File: src/rtl/clock_pkg.sv
// Shared clocking definitions: sequencer state encoding, default timing constants
// and the counter-width helper used by the PLL reset sequencer.
`timescale 1ns/1ps
package clock_pkg;

    typedef enum logic [2:0] {
        PLL_RST   = 3'd0,
        WAIT_LOCK = 3'd1,
        STABLE    = 3'd2,
        RUN       = 3'd3,
        FAIL      = 3'd4
    } seq_state_t;

    localparam int DEF_PLL_RST_CYCLES = 32;
    localparam int DEF_LOCK_TIMEOUT   = 65535;
    localparam int DEF_STABLE_CYCLES  = 1024;
    localparam int DEF_MAX_RETRY      = 7;

    localparam int           RETRY_W   = 3;
    localparam logic [2:0]   RETRY_SAT = 3'd7;

    // Counters only ever hold (parameter - 1), so the width covers the largest value minus one.
    function automatic int count_width(input int a, input int b, input int c);
        int m;
        m = a;
        if (b > m) m = b;
        if (c > m) m = c;
        return (m <= 2) ? 1 : $clog2(m);
    endfunction

endpackage

File: src/rtl/pll_reset_sequencer_if.sv
// PLL-facing and downstream-facing signals of the reset sequencer.
// master = sequencer side, slave = PLL model / downstream consumer side.
`timescale 1ns/1ps
interface pll_reset_sequencer_if;

    logic       PLL_LOCK;
    logic       PLL_RESET;
    logic       READY;
    logic       LOCK_LOST;
    logic       FAIL;
    logic [2:0] RETRY_CNT;

    modport master (
        input  PLL_LOCK,
        output PLL_RESET,
        output READY,
        output LOCK_LOST,
        output FAIL,
        output RETRY_CNT
    );

    modport slave (
        output PLL_LOCK,
        input  PLL_RESET,
        input  READY,
        input  LOCK_LOST,
        input  FAIL,
        input  RETRY_CNT
    );

endinterface

File: src/rtl/sync_ff.sv
// Two-flop synchronizer for a single asynchronous level (PLL or TMDS lock).
`timescale 1ns/1ps
module sync_ff (
    input  logic clk,
    input  logic rst_n,
    input  logic d,
    output logic q
);

    logic meta;

    always_ff @(posedge clk or negedge rst_n) begin
        if (!rst_n) begin
            meta <= 1'b0;
            q    <= 1'b0;
        end else begin
            meta <= d;
            q    <= meta;
        end
    end

endmodule

File: src/rtl/pll_reset_sequencer.sv
// Holds the rPLL in reset, waits for a qualified lock and produces a registered
// READY; re-resets on timeout and gives up into a sticky FAIL after MAX_RETRY tries.
`timescale 1ns/1ps
module pll_reset_sequencer
    import clock_pkg::*;
#(
    parameter int PLL_RST_CYCLES = DEF_PLL_RST_CYCLES,
    parameter int LOCK_TIMEOUT   = DEF_LOCK_TIMEOUT,
    parameter int STABLE_CYCLES  = DEF_STABLE_CYCLES,
    parameter int MAX_RETRY      = DEF_MAX_RETRY
) (
    input  logic                   CLK_IN,
    input  logic                   RESET_n,
    pll_reset_sequencer_if.master  bus
);

    localparam int CNT_W = count_width(PLL_RST_CYCLES, LOCK_TIMEOUT, STABLE_CYCLES);

    localparam logic [CNT_W-1:0]   RST_LOAD     = CNT_W'(PLL_RST_CYCLES - 1);
    localparam logic [CNT_W-1:0]   TIMEOUT_LOAD = CNT_W'(LOCK_TIMEOUT - 1);
    localparam logic [CNT_W-1:0]   STABLE_LOAD  = CNT_W'(STABLE_CYCLES - 1);
    localparam logic [RETRY_W-1:0] RETRY_LAST   = RETRY_W'(MAX_RETRY - 1);

    seq_state_t         state;
    seq_state_t         state_next;
    logic [CNT_W-1:0]   cnt;
    logic [CNT_W-1:0]   cnt_next;
    logic [CNT_W-1:0]   cnt_dec;
    logic [RETRY_W-1:0] retry_cnt;
    logic [RETRY_W-1:0] retry_next;
    logic [RETRY_W-1:0] retry_inc;
    logic               lost_next;
    logic               lk;

    logic               pll_reset_q;
    logic               ready_q;
    logic               lock_lost_q;
    logic               fail_q;

    sync_ff u_lock_sync (
        .clk   (CLK_IN),
        .rst_n (RESET_n),
        .d     (bus.PLL_LOCK),
        .q     (lk)
    );

    assign cnt_dec   = (cnt == '0) ? cnt : cnt - 1'b1;
    assign retry_inc = (retry_cnt == RETRY_SAT) ? retry_cnt : retry_cnt + 1'b1;

    always_comb begin
        state_next = state;
        cnt_next   = cnt_dec;
        retry_next = retry_cnt;
        lost_next  = 1'b0;

        case (state)
            PLL_RST: begin
                if (cnt == '0) begin
                    state_next = WAIT_LOCK;
                    cnt_next   = TIMEOUT_LOAD;
                end
            end

            // Lock is checked before the timeout so a late lock still wins.
            WAIT_LOCK: begin
                if (lk) begin
                    state_next = STABLE;
                    cnt_next   = STABLE_LOAD;
                end else if (cnt == '0) begin
                    retry_next = retry_inc;
                    if (retry_cnt == RETRY_LAST) begin
                        state_next = FAIL;
                    end else begin
                        state_next = PLL_RST;
                        cnt_next   = RST_LOAD;
                    end
                end
            end

            STABLE: begin
                if (!lk) begin
                    state_next = WAIT_LOCK;
                    cnt_next   = TIMEOUT_LOAD;
                end else if (cnt == '0) begin
                    state_next = RUN;
                    retry_next = '0;
                end
            end

            RUN: begin
                retry_next = '0;
                if (!lk) begin
                    state_next = PLL_RST;
                    cnt_next   = RST_LOAD;
                    lost_next  = 1'b1;
                end
            end

            FAIL: begin
                state_next = FAIL;
            end

            default: begin
                state_next = PLL_RST;
                cnt_next   = RST_LOAD;
            end
        endcase
    end

    // Outputs are registered from the next-state decode so they change on the same
    // edge as the state and can never glitch into the PLL or downstream resets.
    always_ff @(posedge CLK_IN or negedge RESET_n) begin
        if (!RESET_n) begin
            state       <= PLL_RST;
            cnt         <= RST_LOAD;
            retry_cnt   <= '0;
            pll_reset_q <= 1'b1;
            ready_q     <= 1'b0;
            lock_lost_q <= 1'b0;
            fail_q      <= 1'b0;
        end else begin
            state       <= state_next;
            cnt         <= cnt_next;
            retry_cnt   <= retry_next;
            pll_reset_q <= (state_next == PLL_RST) || (state_next == FAIL);
            ready_q     <= (state_next == RUN);
            lock_lost_q <= lost_next;
            fail_q      <= (state_next == FAIL);
        end
    end

    assign bus.PLL_RESET = pll_reset_q;
    assign bus.READY     = ready_q;
    assign bus.LOCK_LOST = lock_lost_q;
    assign bus.FAIL      = fail_q;
    assign bus.RETRY_CNT = retry_cnt;

endmodule

File: src/flat_wrapper.sv
// flat-port wrapper written by rule: the top's interface ports become plain ports
module pll_reset_sequencer_flat import clock_pkg::*;
#(
    parameter int PLL_RST_CYCLES = DEF_PLL_RST_CYCLES,
    parameter int LOCK_TIMEOUT   = DEF_LOCK_TIMEOUT,
    parameter int STABLE_CYCLES  = DEF_STABLE_CYCLES,
    parameter int MAX_RETRY      = DEF_MAX_RETRY
)
  (CLK_IN, RESET_n, bus_PLL_LOCK, bus_PLL_RESET, bus_READY, bus_LOCK_LOST, bus_FAIL, bus_RETRY_CNT);
  pll_reset_sequencer_if bus_i ();
  input  logic CLK_IN;
  input  logic RESET_n;
  input wire logic [$bits(bus_i.PLL_LOCK)-1:0] bus_PLL_LOCK;
  output wire logic [$bits(bus_i.PLL_RESET)-1:0] bus_PLL_RESET;
  output wire logic [$bits(bus_i.READY)-1:0] bus_READY;
  output wire logic [$bits(bus_i.LOCK_LOST)-1:0] bus_LOCK_LOST;
  output wire logic [$bits(bus_i.FAIL)-1:0] bus_FAIL;
  output wire logic [$bits(bus_i.RETRY_CNT)-1:0] bus_RETRY_CNT;
  assign bus_i.PLL_LOCK = bus_PLL_LOCK;
  assign bus_PLL_RESET = bus_i.PLL_RESET;
  assign bus_READY = bus_i.READY;
  assign bus_LOCK_LOST = bus_i.LOCK_LOST;
  assign bus_FAIL = bus_i.FAIL;
  assign bus_RETRY_CNT = bus_i.RETRY_CNT;
  pll_reset_sequencer #(.PLL_RST_CYCLES(PLL_RST_CYCLES), .LOCK_TIMEOUT(LOCK_TIMEOUT), .STABLE_CYCLES(STABLE_CYCLES), .MAX_RETRY(MAX_RETRY)) u_core (.CLK_IN(CLK_IN), .RESET_n(RESET_n), .bus(bus_i));
endmodule
File: config.mk
export PLATFORM = sky130hd
export DESIGN_NAME = pll_reset_sequencer_flat
export DESIGN_NICKNAME = d
export VERILOG_FILES = /design/src/rtl/clock_pkg.sv /design/src/rtl/pll_reset_sequencer_if.sv /design/src/rtl/sync_ff.sv /design/src/rtl/pll_reset_sequencer.sv /design/src/flat_wrapper.sv
export SDC_FILE = /design/constraint.sdc
export NUM_CORES = 1
export LEC_CHECK = 0
export ABC_AREA = 0
export CAP_MARGIN = 20
export CORE_MARGIN = 10
export CORE_UTILIZATION = 50
export CTS_CLUSTER_SIZE = 14
export DETAILED_ROUTE_END_ITERATION = 10
export DONT_BUFFER_PORTS = 1
export REMOVE_ABC_BUFFERS = 1
export SYNTH_ARGS = -nofsm -noshare
export SYNTH_HDL_FRONTEND = slang
export SYNTH_SLANG_ARGS = --single-unit
export TNS_END_PERCENT = 10
File: constraint.sdc
create_clock -name CLK_IN -period 6.3 [get_ports CLK_IN]
set_clock_uncertainty 0.2 [all_clocks]
set_input_delay 0.945 -clock CLK_IN [delete_from_list [all_inputs] [get_ports CLK_IN]]
set_output_delay 0.945 -clock CLK_IN [all_outputs]
set_load 0.02 [all_outputs]
==> results.md <==
- Status: finished, final reports clean
- Number of enable-type register cells in the synthesized netlist: 0
- Area growth syn-to-layout: 4.10%
- TritonCTS Buffers: 3
- Count of distinct cell types in the synthesized netlist: 45
- Routability Congestion: about 0.8
- Count of pins over their slew limit: 0
- Proportion of synthesized chip area in sequential cells: 0.430
- Unrepaired setup endpoints after global routing: no
- Top achievable clock speed: roughly 0.32 GHz
- Number of storage elements in the synthesis netlist: 28
- Via count of the first global-routing pass: 1,278
- Critical path fanouts, max: 12
- Ratio of cells with drive above 1 in the final layout: 0.107
- Post-CTS Repair Setup Buffers: 0
- Share of flip-flops with an asynchronous set or reset: 1.00
- Core area: 3100 sq um
- Worst rel slew slack: 0.665
- Number of nets with antenna violations after routing: 0
- Startpoint kind of the worst setup timing path: register
- Cell area after placement: 1660 sq um
- Worst setup EP type: register
- Tightest Pin Transition: 0.502 ns
- Final #Nets: 187
- Layout Utilization: 0.553
- Number of fill cells: 305
- Initial antenna violation count: 0
- Horiz. Die Dim: just under 80 um
- Num ports: 10
- Clock tree from TritonCTS: built
- Clock slew at the register clock pins of the worst setup and hold paths: 0.15 ns
- Setup CP Type: reg -> reg
- Avg WL per Cell: 15.2 um
- Crit path arrival time: ~3.2 ns
- Pin count of the biggest net entering global routing: 29
- All-Layer GR Usage: 0.118
- Leftover overflow at the end of global routing: 0
- Detail-routed via count per cell: 5.68
- CTS sink cnt: 28
- Number of vias after detailed routing: 1,255
- Initial standard-cell utilization of the core: 0.531
- Count of hold buffers inserted by post-cts repair: 0
- Core Rows: 20
- PortBufs: 0
- Yosys top cell area share: 0.334
- Average footprint of a synthesized cell: slightly above 9 sq um
- Layout Cell Area excl Fill: about 1700 sq um
- Setup Total Neg Slack: 0 ns
- Pre-antenna DRT Iters: 4
- Number of diodes: 0
- Buffers from clock root to sink, at most: 2
- Final-report hold violation count: 0
- Post-synthesis cell count: between 150 and 200
- Maximum Capacitance Violations: 0
- Clock latency on the worst-skew pair: 0.34 ns
- Wire length of the first global-routing pass: between 6 and 7 mm
- Post-detailed-route DRC marker count: 0
- Static power due to leakage: between 0.6 and 0.7 nW
- Number of H-tree branching levels: 1
- Pwr per Cell Area: 407 nW/um^2
- Top cell type by total area after synthesis: sky130_fd_sc_hd__dfrtp_1
- Clock Tree Root: sky130_fd_sc_hd__clkbuf_4
- Post-synth design cell area: approximately 1600 sq um
- Data required time at the worst endpoint: ~6.4 ns
- Total Die Area: 5990 sq um
- Final setup violation count: 0
- Yosys synthesis warning count: 0
- Cell types occupying the most area after synthesis: sky130_fd_sc_hd__dfrtp_1, sky130_fd_sc_hd__dfstp_2, sky130_fd_sc_hd__nand2_1
- Cts repair resizes: 0
- WL final: 3.37 mm
- Post-DP HPWL: ~2.5 mm
- Hold crit path type: in -> async
- Die span in y: 77.4 um
- Clock period minus worst slack: slightly above 3 ns
- Number of DRC markers in iteration 0: 52
- Final worst path period share: 0.492
- Most used DFF post-synth: sky130_fd_sc_hd__dfrtp_1
- Maximum vdd ir drop: around 0.24 mV
[synth_stat cells (3+ instances only)]
master	number
sky130_fd_sc_hd__dfstp_2	6
sky130_fd_sc_hd__or4_1	3
sky130_fd_sc_hd__clkbuf_1	6
sky130_fd_sc_hd__ha_1	6
sky130_fd_sc_hd__xnor2_1	5
sky130_fd_sc_hd__a21oi_1	9
sky130_fd_sc_hd__nand3_1	4
sky130_fd_sc_hd__nand2b_1	5
sky130_fd_sc_hd__nand2_1	21
sky130_fd_sc_hd__mux2i_1	4
sky130_fd_sc_hd__xor2_1	6
sky130_fd_sc_hd__or3_1	6
sky130_fd_sc_hd__nor2_1	15
sky130_fd_sc_hd__inv_1	7
sky130_fd_sc_hd__dfrtp_1	22
sky130_fd_sc_hd__nor3_1	11
sky130_fd_sc_hd__o21ai_0	15
[per-layer routing]
| metal | global-route usage | wire length (um) | up-vias |
|---|---|---|---|
| li1 | - | - | 624 |
| met1 | 0.142 | 1510 | 600 |
| met2 | 0.199 | 1660 | 25 |
| met3 | 0.0369 | 151 | 6 |
| met4 | 0.0328 | 49 | 0 |
| met5 | 0 | 0 | - |
[path summary, 6_finish.rpt]
path,from,endpoint,slack (ns),depth (start not counted)
setup / recovery,u_core.cnt[0]$_DFF_PN1_,u_core.cnt[0]$_DFF_PN1_,3.20,11
hold / removal,RESET_n,u_core.bus.READY$_DFF_PN0_,0.07,0
setup reg to reg,u_core.cnt[0]$_DFF_PN1_,u_core.cnt[0]$_DFF_PN1_,3.20,11
hold reg to reg,u_core.u_lock_sync.meta$_DFF_PN0_,u_core.u_lock_sync.q$_DFF_PN0_,0.17,0
max in group asynchronous,RESET_n,u_core.cnt[0]$_DFF_PN1_,5.65,0
min in group CLK_IN,u_core.u_lock_sync.meta$_DFF_PN0_,u_core.u_lock_sync.q$_DFF_PN0_,0.17,0
[layout make-up]
type                       instances  area [sq um]  share of cell area
clock buffer                       3          22.5              0.0131
clock inverter                     1          30.0              0.0175
inverter                           8          30.0              0.0175
multi-input combinational        137           870               0.507
sequential                        28           708               0.413
tap                               44          55.1              0.0321
[where the power goes]
| group | internal (mW) | leakage [nW] | switching (mW) |
|---|---|---|---|
| sequential | 0.255 | 0.325 | 0.100 |
| combinational | 0.107 | 0.300 | 0.117 |
| clock | 0.0644 | 0.0279 | 0.0547 |
| total | 0.426 | 0.653 | 0.272 |
[sequential cells by signal, indices dropped and copies added, names as in the netlist]
name                     cells
u_core.cnt                  16
u_core.u_lock_sync.meta      1
u_core.bus.PLL_RESET         1
u_core.bus.RETRY_CNT         3
u_core.bus.READY             1
u_core.bus.FAIL              1
u_core.state                 3
u_core.bus.LOCK_LOST         1
u_core.u_lock_sync.q         1
[placed cells by master, fill, tap and decap left out, drive strengths merged, types with 2 or more instances in the layout]
cell	synthesis	routed
or4	3	3
nand3	4	4
dfstp	6	6
nand2	21	21
or3	6	6
nor4	2	2
mux2i	4	4
nor3	11	11
xor2	6	6
inv	8	8
and2	2	2
dfrtp	22	22
clkbuf	6	3
ha	6	6
a21oi	11	11
nor2	15	15
o21ai	17	17
a21o	2	2
nand2b	6	6
xnor2	5	5
[per-stage QoR]
stage                     power, mW  setup slack (ns)  cells  hold slack [ns]
after floorplan               0.520              3.44    173            0.131
after global placement        0.571              3.32    217            0.138
after detailed placement      0.582              3.21    217            0.141
after CTS                     0.705              3.20    221           0.0514
after global routing          0.756              3.04    221           0.0314
final                         0.698              3.20    221           0.0723
[critical path: stages, from the launching register on]
cell	delay [ns]
sky130_fd_sc_hd__dfstp_2	0.41
sky130_fd_sc_hd__inv_1	0.10
sky130_fd_sc_hd__ha_1	0.15
sky130_fd_sc_hd__or4b_2	0.66
sky130_fd_sc_hd__nor4_4	0.20
sky130_fd_sc_hd__and2_4	0.27
sky130_fd_sc_hd__inv_2	0.10
sky130_fd_sc_hd__ha_1	0.30
sky130_fd_sc_hd__inv_1	0.05
sky130_fd_sc_hd__or3_1	0.36
sky130_fd_sc_hd__a21oi_1	0.15
sky130_fd_sc_hd__o21ai_1	0.09
[kinds of logic after synthesis]
kind of cell	Yosys count	synth area share
AND/OR/NAND/NOR	77	0.251
XOR/XNOR	11	0.0585
buffers and inverters	17	0.0425
multiplexers	4	0.0243
AO/OA/AOI/OAI	39	0.148
adder cells (fa/ha/maj)	6	0.0456
flip-flops	28	0.430
Power figures use the tool's default switching activity.
